## config.mk

```make
export PLATFORM = sky130hd
export DESIGN_NAME = alu_issue_stage_flat
export DESIGN_NICKNAME = d
export VERILOG_FILES = /design/src/rtl/alu_pkg.sv /design/src/rtl/alu_issue_stage_if.sv /design/src/rtl/issue_skid_buffer.sv /design/src/rtl/alu_issue_stage.sv /design/src/flat_wrapper.sv
export SDC_FILE = /design/constraint.sdc
export NUM_CORES = 1
export LEC_CHECK = 0
export ABC_AREA = 0
export BUFFER_PORTS_ARGS = -buffer_cell sky130_fd_sc_hd__buf_2
export CORE_MARGIN = 5
export CORE_UTILIZATION = 50
export CTS_BUF_LIST = sky130_fd_sc_hd__clkbuf_8
export DETAILED_ROUTE_END_ITERATION = 7
export HOLD_SLACK_MARGIN = 0.05
export PLACE_DENSITY_LB_ADDON = 0.1
export SETUP_SLACK_MARGIN = 0.2
export SLEW_MARGIN = 5
export SYNTH_ARGS = -nofsm -noshare
export SYNTH_HDL_FRONTEND = slang
export SYNTH_SLANG_ARGS = --single-unit
```

## constraint.sdc

```tcl
create_clock -name clock -period 5.3 [get_ports clock]
set_clock_uncertainty 0.1 [all_clocks]
set_input_delay 0.795 -clock clock [delete_from_list [all_inputs] [get_ports clock]]
set_output_delay 0.795 -clock clock [all_outputs]
set_load 0.005 [all_outputs]
```

## src/rtl/alu_pkg.sv

```systemverilog
// Shared types and encodings for the ALU issue stage: ctrl codes, MIPS32 opcode/funct
// values and the issued-op payload struct.
package alu_pkg;

   typedef enum logic [3:0] {
      ALU_SLL = 4'h0,
      ALU_SRL = 4'h1,
      ALU_SRA = 4'h2,
      ALU_ADD = 4'h3,
      ALU_SUB = 4'h4,
      ALU_AND = 4'h5,
      ALU_OR  = 4'h6,
      ALU_XOR = 4'h7,
      ALU_NOR = 4'h8,
      ALU_SLT = 4'h9,
      ALU_LUI = 4'hA,
      ALU_MUL = 4'hB
   } alu_ctrl_t;

   localparam logic [5:0] OP_RTYPE    = 6'h00;
   localparam logic [5:0] OP_ADDI     = 6'h08;
   localparam logic [5:0] OP_ADDIU    = 6'h09;
   localparam logic [5:0] OP_SLTI     = 6'h0A;
   localparam logic [5:0] OP_ANDI     = 6'h0C;
   localparam logic [5:0] OP_ORI      = 6'h0D;
   localparam logic [5:0] OP_XORI     = 6'h0E;
   localparam logic [5:0] OP_LUI      = 6'h0F;
   localparam logic [5:0] OP_SPECIAL2 = 6'h1C;

   localparam logic [5:0] FN_SLL  = 6'h00;
   localparam logic [5:0] FN_SRL  = 6'h02;
   localparam logic [5:0] FN_SRA  = 6'h03;
   localparam logic [5:0] FN_SLLV = 6'h04;
   localparam logic [5:0] FN_SRLV = 6'h06;
   localparam logic [5:0] FN_SRAV = 6'h07;
   localparam logic [5:0] FN_ADD  = 6'h20;
   localparam logic [5:0] FN_ADDU = 6'h21;
   localparam logic [5:0] FN_SUB  = 6'h22;
   localparam logic [5:0] FN_SUBU = 6'h23;
   localparam logic [5:0] FN_AND  = 6'h24;
   localparam logic [5:0] FN_OR   = 6'h25;
   localparam logic [5:0] FN_XOR  = 6'h26;
   localparam logic [5:0] FN_NOR  = 6'h27;
   localparam logic [5:0] FN_SLT  = 6'h2A;
   localparam logic [5:0] FN_MUL  = 6'h02;

   typedef struct packed {
      logic [3:0]  ctrl;
      logic [31:0] op1;
      logic [31:0] op2;
      logic [4:0]  rd;
      logic        illegal;
   } issue_op_t;

endpackage

```

## src/rtl/alu_issue_stage_if.sv

```systemverilog
// Handshake bundle of the issue stage: instruction/operand input side, Alu op output side
// and the illegal-instruction counter. slave = the stage, master = its environment.
interface alu_issue_stage_if #(
   parameter int CNT_W = 16
) ();
   logic             in_valid;
   logic             in_ready;
   logic [31:0]      in_instr;
   logic [31:0]      in_rs_data;
   logic [31:0]      in_rt_data;
   logic             out_valid;
   logic             out_ready;
   logic [3:0]       out_ctrl;
   logic [31:0]      out_op1;
   logic [31:0]      out_op2;
   logic [4:0]       out_rd;
   logic             out_illegal;
   logic [CNT_W-1:0] illegal_count;

   modport slave (
      input  in_valid, in_instr, in_rs_data, in_rt_data, out_ready,
      output in_ready, out_valid, out_ctrl, out_op1, out_op2, out_rd, out_illegal,
             illegal_count
   );

   modport master (
      output in_valid, in_instr, in_rs_data, in_rt_data, out_ready,
      input  in_ready, out_valid, out_ctrl, out_op1, out_op2, out_rd, out_illegal,
             illegal_count
   );
endinterface

```

## src/rtl/issue_skid_buffer.sv

```systemverilog
// Two-entry skid buffer with registered ready; main entry drives the output, the skid
// entry absorbs one op while downstream stalls. Occupancy FSM EMPTY/ONE/FULL.
module issue_skid_buffer #(
   parameter type payload_t = logic [7:0]
) (
   input  logic     clock,
   input  logic     reset,
   input  logic     in_valid,
   output logic     in_ready,
   input  payload_t in_data,
   output logic     out_valid,
   input  logic     out_ready,
   output payload_t out_data
);
   typedef enum logic [1:0] {EMPTY, ONE, FULL} state_t;

   state_t   state_q, state_d;
   payload_t main_q, main_d;
   payload_t skid_q, skid_d;
   logic     accept, pop;

   assign in_ready  = (state_q != FULL);
   assign out_valid = (state_q != EMPTY);
   assign out_data  = main_q;

   always_comb begin
      state_d = state_q;
      main_d  = main_q;
      skid_d  = skid_q;
      accept  = in_valid && (state_q != FULL);
      pop     = out_ready && (state_q != EMPTY);
      case (state_q)
         EMPTY: if (accept) begin
            main_d  = in_data;
            state_d = ONE;
         end
         ONE: begin
            if (accept && !pop) begin
               skid_d  = in_data;
               state_d = FULL;
            end else if (accept && pop) begin
               main_d  = in_data;
            end else if (pop) begin
               state_d = EMPTY;
            end
         end
         FULL: if (pop) begin
            main_d  = skid_q;
            state_d = ONE;
         end
         default: state_d = EMPTY;
      endcase
   end

   // Outputs must read zero after reset, so the payload registers are cleared too.
   always_ff @(posedge clock) begin
      if (reset) begin
         state_q <= EMPTY;
         main_q  <= '0;
         skid_q  <= '0;
      end else begin
         state_q <= state_d;
         main_q  <= main_d;
         skid_q  <= skid_d;
      end
   end
endmodule

```

## src/rtl/alu_issue_stage.sv

```systemverilog
// MIPS32 issue stage: decodes instructions into Alu ctrl/op1/op2/rd and buffers them in a
// 2-entry skid. Define ALU_ISSUE_MUL_EN to decode SPECIAL2 MUL; otherwise it is illegal.
module alu_issue_stage
   import alu_pkg::*;
#(
   parameter int         CNT_W        = 16,
   parameter logic [3:0] ILLEGAL_CTRL = 4'hF
) (
   input  logic             clock,
   input  logic             reset,
   alu_issue_stage_if.slave bus
);
   issue_op_t        dec_op, out_op;
   logic             in_ready, accept;
   logic [CNT_W-1:0] count_q, count_d;

   function automatic issue_op_t decode(input logic [31:0] instr,
                                        input logic [31:0] rs,
                                        input logic [31:0] rt);
      issue_op_t   op;
      logic        legal;
      logic [3:0]  c;
      logic [31:0] a, b, sext, zext, shamt;
      logic [4:0]  d;
      sext  = {{16{instr[15]}}, instr[15:0]};
      zext  = {16'b0, instr[15:0]};
      shamt = {27'b0, instr[10:6]};
      legal = 1'b1;
      c     = ALU_ADD;
      a     = rs;
      b     = rt;
      d     = instr[15:11];
      case (instr[31:26])
         OP_RTYPE: case (instr[5:0])
            FN_SLL:           begin c = ALU_SLL; a = rt; b = shamt; end
            FN_SRL:           begin c = ALU_SRL; a = rt; b = shamt; end
            FN_SRA:           begin c = ALU_SRA; a = rt; b = shamt; end
            FN_SLLV:          begin c = ALU_SLL; a = rt; b = rs;    end
            FN_SRLV:          begin c = ALU_SRL; a = rt; b = rs;    end
            FN_SRAV:          begin c = ALU_SRA; a = rt; b = rs;    end
            FN_ADD, FN_ADDU:  c = ALU_ADD;
            FN_SUB, FN_SUBU:  c = ALU_SUB;
            FN_AND:           c = ALU_AND;
            FN_OR:            c = ALU_OR;
            FN_XOR:           c = ALU_XOR;
            FN_NOR:           c = ALU_NOR;
            FN_SLT:           c = ALU_SLT;
            default:          legal = 1'b0;
         endcase
`ifdef ALU_ISSUE_MUL_EN
         OP_SPECIAL2: begin
            if (instr[5:0] == FN_MUL) c = ALU_MUL;
            else                      legal = 1'b0;
         end
`endif
         OP_ADDI, OP_ADDIU: begin c = ALU_ADD; b = sext; d = instr[20:16]; end
         OP_SLTI:           begin c = ALU_SLT; b = sext; d = instr[20:16]; end
         OP_ANDI:           begin c = ALU_AND; b = zext; d = instr[20:16]; end
         OP_ORI:            begin c = ALU_OR;  b = zext; d = instr[20:16]; end
         OP_XORI:           begin c = ALU_XOR; b = zext; d = instr[20:16]; end
         OP_LUI:            begin c = ALU_LUI; a = zext; b = '0; d = instr[20:16]; end
         default:           legal = 1'b0;
      endcase
      if (legal) op = '{ctrl: c, op1: a, op2: b, rd: d, illegal: 1'b0};
      else       op = '{ctrl: ILLEGAL_CTRL, op1: '0, op2: '0, rd: '0, illegal: 1'b1};
      return op;
   endfunction

   function automatic logic [CNT_W-1:0] sat_inc(input logic [CNT_W-1:0] v);
      return (&v) ? v : v + CNT_W'(1);
   endfunction

   assign dec_op = decode(bus.in_instr, bus.in_rs_data, bus.in_rt_data);
   assign accept = bus.in_valid && in_ready;

   always_comb begin
      count_d = count_q;
      if (accept && dec_op.illegal) count_d = sat_inc(count_q);
   end

   always_ff @(posedge clock) begin
      if (reset) count_q <= '0;
      else       count_q <= count_d;
   end

   issue_skid_buffer #(.payload_t(issue_op_t)) u_skid (
      .clock     (clock),
      .reset     (reset),
      .in_valid  (bus.in_valid),
      .in_ready  (in_ready),
      .in_data   (dec_op),
      .out_valid (bus.out_valid),
      .out_ready (bus.out_ready),
      .out_data  (out_op)
   );

   assign bus.in_ready      = in_ready;
   assign bus.out_ctrl      = out_op.ctrl;
   assign bus.out_op1       = out_op.op1;
   assign bus.out_op2       = out_op.op2;
   assign bus.out_rd        = out_op.rd;
   assign bus.out_illegal   = out_op.illegal;
   assign bus.illegal_count = count_q;
endmodule

```

## src/flat_wrapper.sv

```systemverilog
// flat-port wrapper written by rule: the top's interface ports become plain ports
module alu_issue_stage_flat import alu_pkg::*;
#(
   parameter int         CNT_W        = 16,
   parameter logic [3:0] ILLEGAL_CTRL = 4'hF
)
  (clock, reset, bus_in_valid, bus_in_instr, bus_in_rs_data, bus_in_rt_data, bus_out_ready, bus_in_ready, bus_out_valid, bus_out_ctrl, bus_out_op1, bus_out_op2, bus_out_rd, bus_out_illegal, bus_illegal_count);
  alu_issue_stage_if #(.CNT_W(CNT_W)) bus_i ();
  input  logic clock;
  input  logic reset;
  input wire logic [$bits(bus_i.in_valid)-1:0] bus_in_valid;
  input wire logic [$bits(bus_i.in_instr)-1:0] bus_in_instr;
  input wire logic [$bits(bus_i.in_rs_data)-1:0] bus_in_rs_data;
  input wire logic [$bits(bus_i.in_rt_data)-1:0] bus_in_rt_data;
  input wire logic [$bits(bus_i.out_ready)-1:0] bus_out_ready;
  output wire logic [$bits(bus_i.in_ready)-1:0] bus_in_ready;
  output wire logic [$bits(bus_i.out_valid)-1:0] bus_out_valid;
  output wire logic [$bits(bus_i.out_ctrl)-1:0] bus_out_ctrl;
  output wire logic [$bits(bus_i.out_op1)-1:0] bus_out_op1;
  output wire logic [$bits(bus_i.out_op2)-1:0] bus_out_op2;
  output wire logic [$bits(bus_i.out_rd)-1:0] bus_out_rd;
  output wire logic [$bits(bus_i.out_illegal)-1:0] bus_out_illegal;
  output wire logic [$bits(bus_i.illegal_count)-1:0] bus_illegal_count;
  assign bus_i.in_valid = bus_in_valid;
  assign bus_i.in_instr = bus_in_instr;
  assign bus_i.in_rs_data = bus_in_rs_data;
  assign bus_i.in_rt_data = bus_in_rt_data;
  assign bus_i.out_ready = bus_out_ready;
  assign bus_in_ready = bus_i.in_ready;
  assign bus_out_valid = bus_i.out_valid;
  assign bus_out_ctrl = bus_i.out_ctrl;
  assign bus_out_op1 = bus_i.out_op1;
  assign bus_out_op2 = bus_i.out_op2;
  assign bus_out_rd = bus_i.out_rd;
  assign bus_out_illegal = bus_i.out_illegal;
  assign bus_illegal_count = bus_i.illegal_count;
  alu_issue_stage #(.CNT_W(CNT_W), .ILLEGAL_CTRL(ILLEGAL_CTRL)) u_core (.clock(clock), .reset(reset), .bus(bus_i));
endmodule
```

== Yosys cells after proc, flatten, opt, wreduce, memory -nomap -nowiden ==
Index checks and enable logic that the tools add are counted.
Word-level totals
  input port bits: 100
  bits in registers: 166
  word-level logic and storage cells: 92
Operators by class
  add/subtract/negate cells: 1
  mux-type cells: 21
  bitwise gates (word level): 1
  eq/ne operators: 30
  reduce and logical (&&, ||, !) cells: 27
Operators by type and width (number)
  74-bit two-way mux: 5
  74-bit case mux with 3 select lines: 1
  32-bit case mux with 2 select lines: 2
  32-bit case mux with 4 select lines: 1
  6-bit equality test, second input constant: 9
  6-bit by 4-bit equality test with 1-bit output, second input constant: 7
  4-bit case mux with 9 select lines: 1
  32-bit two-way mux: 1
  4-bit case mux with 6 select lines: 1
  6-bit by 3-bit equality test with 1-bit output, second input constant: 3
  16-bit by 1-bit adder with 16-bit output, second input constant: 1
  16-bit AND reduction: 1
  15-bit OR reduction: 1
  6-bit by 2-bit equality test with 1-bit output, second input constant: 2
  6-bit logical NOT: 2
  3-bit OR reduction: 4
  2-bit two-way mux: 5
  2-bit != test, second input constant: 4
  2-bit OR reduction: 4
  7-bit OR reduction: 1
  3-bit != test, second input constant: 2
  2-bit case mux with 3 select lines: 1
  6-bit OR reduction: 1
  1-bit logical AND: 5
  14 further kinds: 15

== Logic depth before layout (Yosys ltp) ==
  word-level depth: 8
  depth in mapped cells: 8
  gate-level depth less buffers: 6

== Modules after synthesis ==
Synthesis repeated with hierarchy kept, for this count alone.
Unflattened totals
  cell total of the unflattened synthesis: 1152
  area, all modules: 9308.9 µm²
Modules (own cells, without submodules)
  issue_skid_buffer: cells an instance 685, instances 1, seq. area each 3002.9 µm², area an instance 6511.2 µm²
  alu_issue_stage: cells an instance 467, instances 1, seq. area each 320.3 µm², area an instance 2797.7 µm²

== Worst setup path before layout ==
OpenSTA, ideal clock, no wires.
  path kind: in2reg
  from: in bus_in_instr[27]
  to: reg u_core.u_skid.skid_q[27] (netlist name)
  setup time: 0.069 ns
  stages: 7
  data arrival time: 2.705 ns
  buffers on the path: 2
  setup slack: 2.426 ns
  data required time: 5.131 ns
  path through: buf_6 > or4_4 > or3_4 > o21a_4 > or3_4 > buf_6 > o21ai_1
On the way
  word-level cells in the longest chain between the ends: 4
  elaborated cells between the ends (all ways): 14
RTL lines
  start: declaration: RTL line flat_wrapper.sv:12  | input wire logic [$bits(bus_i.in_instr)-1:0] bus_in_instr;
  6-bit by 4-bit equality test with 1-bit output: RTL line alu_issue_stage.sv:33  | case (instr[31:26])
  7-bit OR reduction (no line) / 3-bit OR reduction (equally long branches)
  1-bit case mux with 2 select lines / 32-bit case mux with 4 select lines (equally long branches): RTL line alu_issue_stage.sv:33
  74-bit two-way mux *: RTL line alu_issue_stage.sv:64  | if (legal) op = '{ctrl: c, op1: a, op2: b, rd: d, illegal: 1'b0};
  end signal: assignment: RTL line issue_skid_buffer.sv:64  | skid_q <= skid_d;
  end: declaration: RTL line issue_skid_buffer.sv:19  | payload_t skid_q, skid_d;
Mark *: on every way between the ends. The rest lies on a longest branch, timed or not.
A chain may end at the register's enable or synchronous reset.

== Worst setup path in the final report ==
  from: in bus_in_instr[2]
  to: reg u_core.count_q[5], in the netlist u_core.bus.illegal_count[5]
On the way
  word-level cells in the longest chain between the ends: 7
  elaborated cells between the ends (all ways): 21
RTL lines
  6-bit equality test (tied with other cells): RTL line alu_issue_stage.sv:34  | OP_RTYPE: case (instr[5:0])
  15-bit OR reduction (no line) *
  1-bit two-way mux *: RTL line alu_issue_stage.sv:34
  1-bit case mux with 2 select lines *: RTL line alu_issue_stage.sv:33
  74-bit two-way mux *: RTL line alu_issue_stage.sv:64
  1-bit logical AND *: RTL line alu_issue_stage.sv:78  | if (accept && dec_op.illegal) count_d = sat_inc(count_q);
  2-bit AND reduction (no line) *
  end signal: assignment: RTL line alu_issue_stage.sv:83  | else count_q <= count_d;
  end: declaration: RTL line alu_issue_stage.sv:15  | logic [CNT_W-1:0] count_q, count_d;
Marks and branches as above.

==> summary.md <==
| Metric | Value |
|---|---|
| Die ar. | 0.0199 mm2 |
| Crit. End Element | flip-flop |
| H-Tree Depth | 4 |
| Tmin final | 3380 ps |
| Number of global-route vias before repair | 8236 |
| DR vias | 8957 |
| CP Class | in -> reg |
| IO buf count | 186 |
| RSZ-0062 raised after global routing | no |
| Share of cells above drive strength 1 | 0.221 |
| Main combinational cell family by area after synthesis | compound AO/OA/AOI/OAI gates |
| Final core utilization | 0.594 |
| Pre-CTS WS | 1500 ps |
| Slew headroom | 0.244 |
| Worst hold path type | reg -> reg |
| Fin. Hold Viols | 0 |
| Pin count of the biggest net entering global routing | 68 |
| Outcome | completed |
| Startpoint class of the critical path | primary input |
| Hold path startpoint | u_core.u_skid.skid_q[22] |
| Met1 Use GR | 0.411 |
| FF/Latch Area | 0.00332 mm2 |
| Pint | 1.89 mW |
| Worst-margin pin slew | 1130 ps |
| Chip width | 141 um |
| Area of the mapped netlist | 0.00858 mm2 |
| Most frequent cells in the layout | buf_2 (185), dfxtp_1 (166), nor2_1 (136), a21oi_1 (86), o21ai_0 (82) |
| #FFs+latches synth | 166 |
| TNS Setup | 0 ps |
| Post-cts sizing count | 0 |
| Gr busiest metal | met2 |
| Synth-to-Final Area Change | 15.6% |
| Cells after Synth | 1086 |
| Area of the multi-input gates | 0.00476 mm2 |
| Xor/xnor share of the synthesized area | 0 |
| Ys flop type | dfxtp_1 |
| Final WS setup | 1920 ps |
| Worst-skew pair later-pin latency | 460 ps |
| CTS root buffer | clkbuf_8 |
| Synth unique cells | 61 |
| Rows | 47 |
| Clock Sinks | 166 |
| Nets | 1300 |
| WP data arrival | 3670 ps |
| Ant diodes | 0 |
| CTS tree | yes |
| Grt ovf | 0 |
| CTS buffer count | 17 |
| Power Dens Cells | 276 mW/mm2 |
| Mux share of post-synthesis cell area | 0.0324 |
| DP Wirelength | 18700 um |
| # IOs | 192 |
| Pre-antenna DRT Iters | 5 |
| Clk pin slew, worst setup/hold paths | 100 ps |
| Seq pwr share | 0.486 |
| Hold Buf Count CTS | 0 |
| Fillers | 1637 |
| DRC | 0 |
| Post-synth EDFFs | 0 |
| Combinational share of power | 0.155 |
| Met2 Use GR | 0.414 |
| WL/cell | 19.9 um |
| Placed Cells | 1400 |
| Post-synth ARST share | 0 |
| WL final | 28400 um |
| Max rail drop VDD | 0.165 mV |
| Initial antenna violation count | 0 |
| Final std cells w/o fill | 1432 |
| Seq/Total Area, Yosys | 0.387 |
| Overall Global Routing Usage | 0.280 |
| First-pass GRT wire length | 45200 um |
| Leakage | 4.05 nW |
| Yosys warnings | 0 |
| Worst hold slack | 349 ps |
| Initial Util | 0.514 |
| Adder-cell area share of the yosys netlist | 0.00146 |
| Final setup viols | 0 |
| Crit path launch | bus_in_instr[2] |
| Max clock buf depth | 2 |
| Fin. max-slew vios | 0 |
| Clock power share | 0.359 |
| MaxCap Viol Count | 0 |
| Fin crit share | 0.638 |
| Switching power of the nets | 841 uW |
| Grt met3 use | 0.0599 |
| 1st-iter DRT viols | 1010 |
| Critical Path Fanout Max | 41 |
| Core area | 0.0167 mm2 |
| Post-synthesis simple-gate area fraction | 0.232 |
| Die Ht | 141 um |
| Final Cell Area | 0.00992 mm2 |
| Worst path required time | 5590 ps |
| Syn_nets | 1187 |
| Mapped Avg Cell Area | 7.90 um2 |
| Fmax | 0.296 GHz |
| DP Area | 0.00950 mm2 |
| Total setup buffers inserted after CTS | 0 |
| R2R Path Start | u_core.u_skid.state_q[0] |
| Via density | 6.25 |
| Net Sw Frac | 0.308 |
| Antenna viol nets, final | 0 |
| Commonest non-fill, non-tap cell in the layout | buf_2 |
| Pwr Total | 2.73 mW |
| RD Place Congestion | 0.883 |
| Compound-Gate Fraction of Synth Area | 0.283 |
## worst max-delay path, stage by stage
cell and delay (ps):
buf_2 610, nor4bb_1 150, a211oi_2 520, o2111ai_2 590, or4b_2 830, a21oi_1 160
## state kept, by name, summed over array words and instances (netlist names)
name                      count
u_core.u_skid.state_q         2
u_core.u_skid.skid_q         74
u_core.bus.illegal_count     16
u_core.u_skid.out_data       74
## power groups by stage
stage | Sequential [mW] | Clock [mW] | Combinational (mW)
finish | 1.33 | 0.981 | 0.424
global route | 1.33 | 1.06 | 0.468
CTS | 1.33 | 0.994 | 0.420
detailed placement | 1.36 | 0 | 0.418
global placement | 1.36 | 0 | 0.414
floorplan | 1.35 | 0 | 0.242
## per-layer routing
| metal | vias to the layer above | share of wire |
|---|---|---|
| met3 | 41 | 0.089 |
| met5 | - | 0 |
| met2 | 459 | 0.44 |
| met4 | 0 | 0.016 |
| li1 | 4249 | - |
| met1 | 4208 | 0.45 |
## kinds of logic after synthesis
family                     after synthesis
buffers and inverters                  128
and+or+nand+nor                        389
DFF                                    166
adders and majority gates                1
muxes                                   27
AOI/OAI and AO/OA                      375
## area by class of cell
class,count,share of cell area
Multi-Input combinational cell,792,0.480
Sequential cell,166,0.335
Timing Repair Buffer,201,0.107
Tap cell,220,0.0278
Clock buffer,17,0.0236
Clock inverter,15,0.0188
Inverter,21,0.00795
## Yosys cell counts, types with 3 or more instances
cell type / n / share of area
o21ai_0: 82 / 0.048
buf_2: 11 / 0.0064
o21ai_1: 41 / 0.024
a32o_1: 3 / 0.0035
inv_1: 20 / 0.0088
nand3_1: 21 / 0.012
nor4b_1: 6 / 0.0061
nand2_1: 61 / 0.027
dfxtp_1: 166 / 0.39
and3_1: 25 / 0.018
nand4_1: 38 / 0.028
clkbuf_1: 86 / 0.038
o2111ai_1: 8 / 0.0082
a22oi_1: 6 / 0.0053
buf_1: 3 / 0.0013
o31ai_1: 9 / 0.0079
nor2b_1: 9 / 0.0066
mux2_2: 6 / 0.0079
nor4_1: 6 / 0.0044
nand2b_1: 7 / 0.0051
a22o_1: 40 / 0.041
or3_1: 4 / 0.0029
or2_2: 3 / 0.0022
or4_1: 8 / 0.0070
nor4bb_1: 9 / 0.011
nor3_1: 37 / 0.022
a21oi_1: 86 / 0.050
mux2i_1: 21 / 0.025
nor2_1: 137 / 0.060
a211oi_1: 54 / 0.047
a31oi_1: 5 / 0.0036
buf_6: 7 / 0.0092
a221oi_1: 24 / 0.025
or3b_2: 3 / 0.0031
## final timing paths
path | end | slack (ps) | depth (start not counted)
max | u_core.bus.illegal_count[5] | 1920 | 6
min | u_core.u_skid.skid_q[22] | 350 | 2
max reg2reg | u_core.bus.illegal_count[5] | 2470 | 5
min reg2reg | u_core.u_skid.skid_q[22] | 350 | 2
No activity file was read; power rests on OpenSTA's default activity.
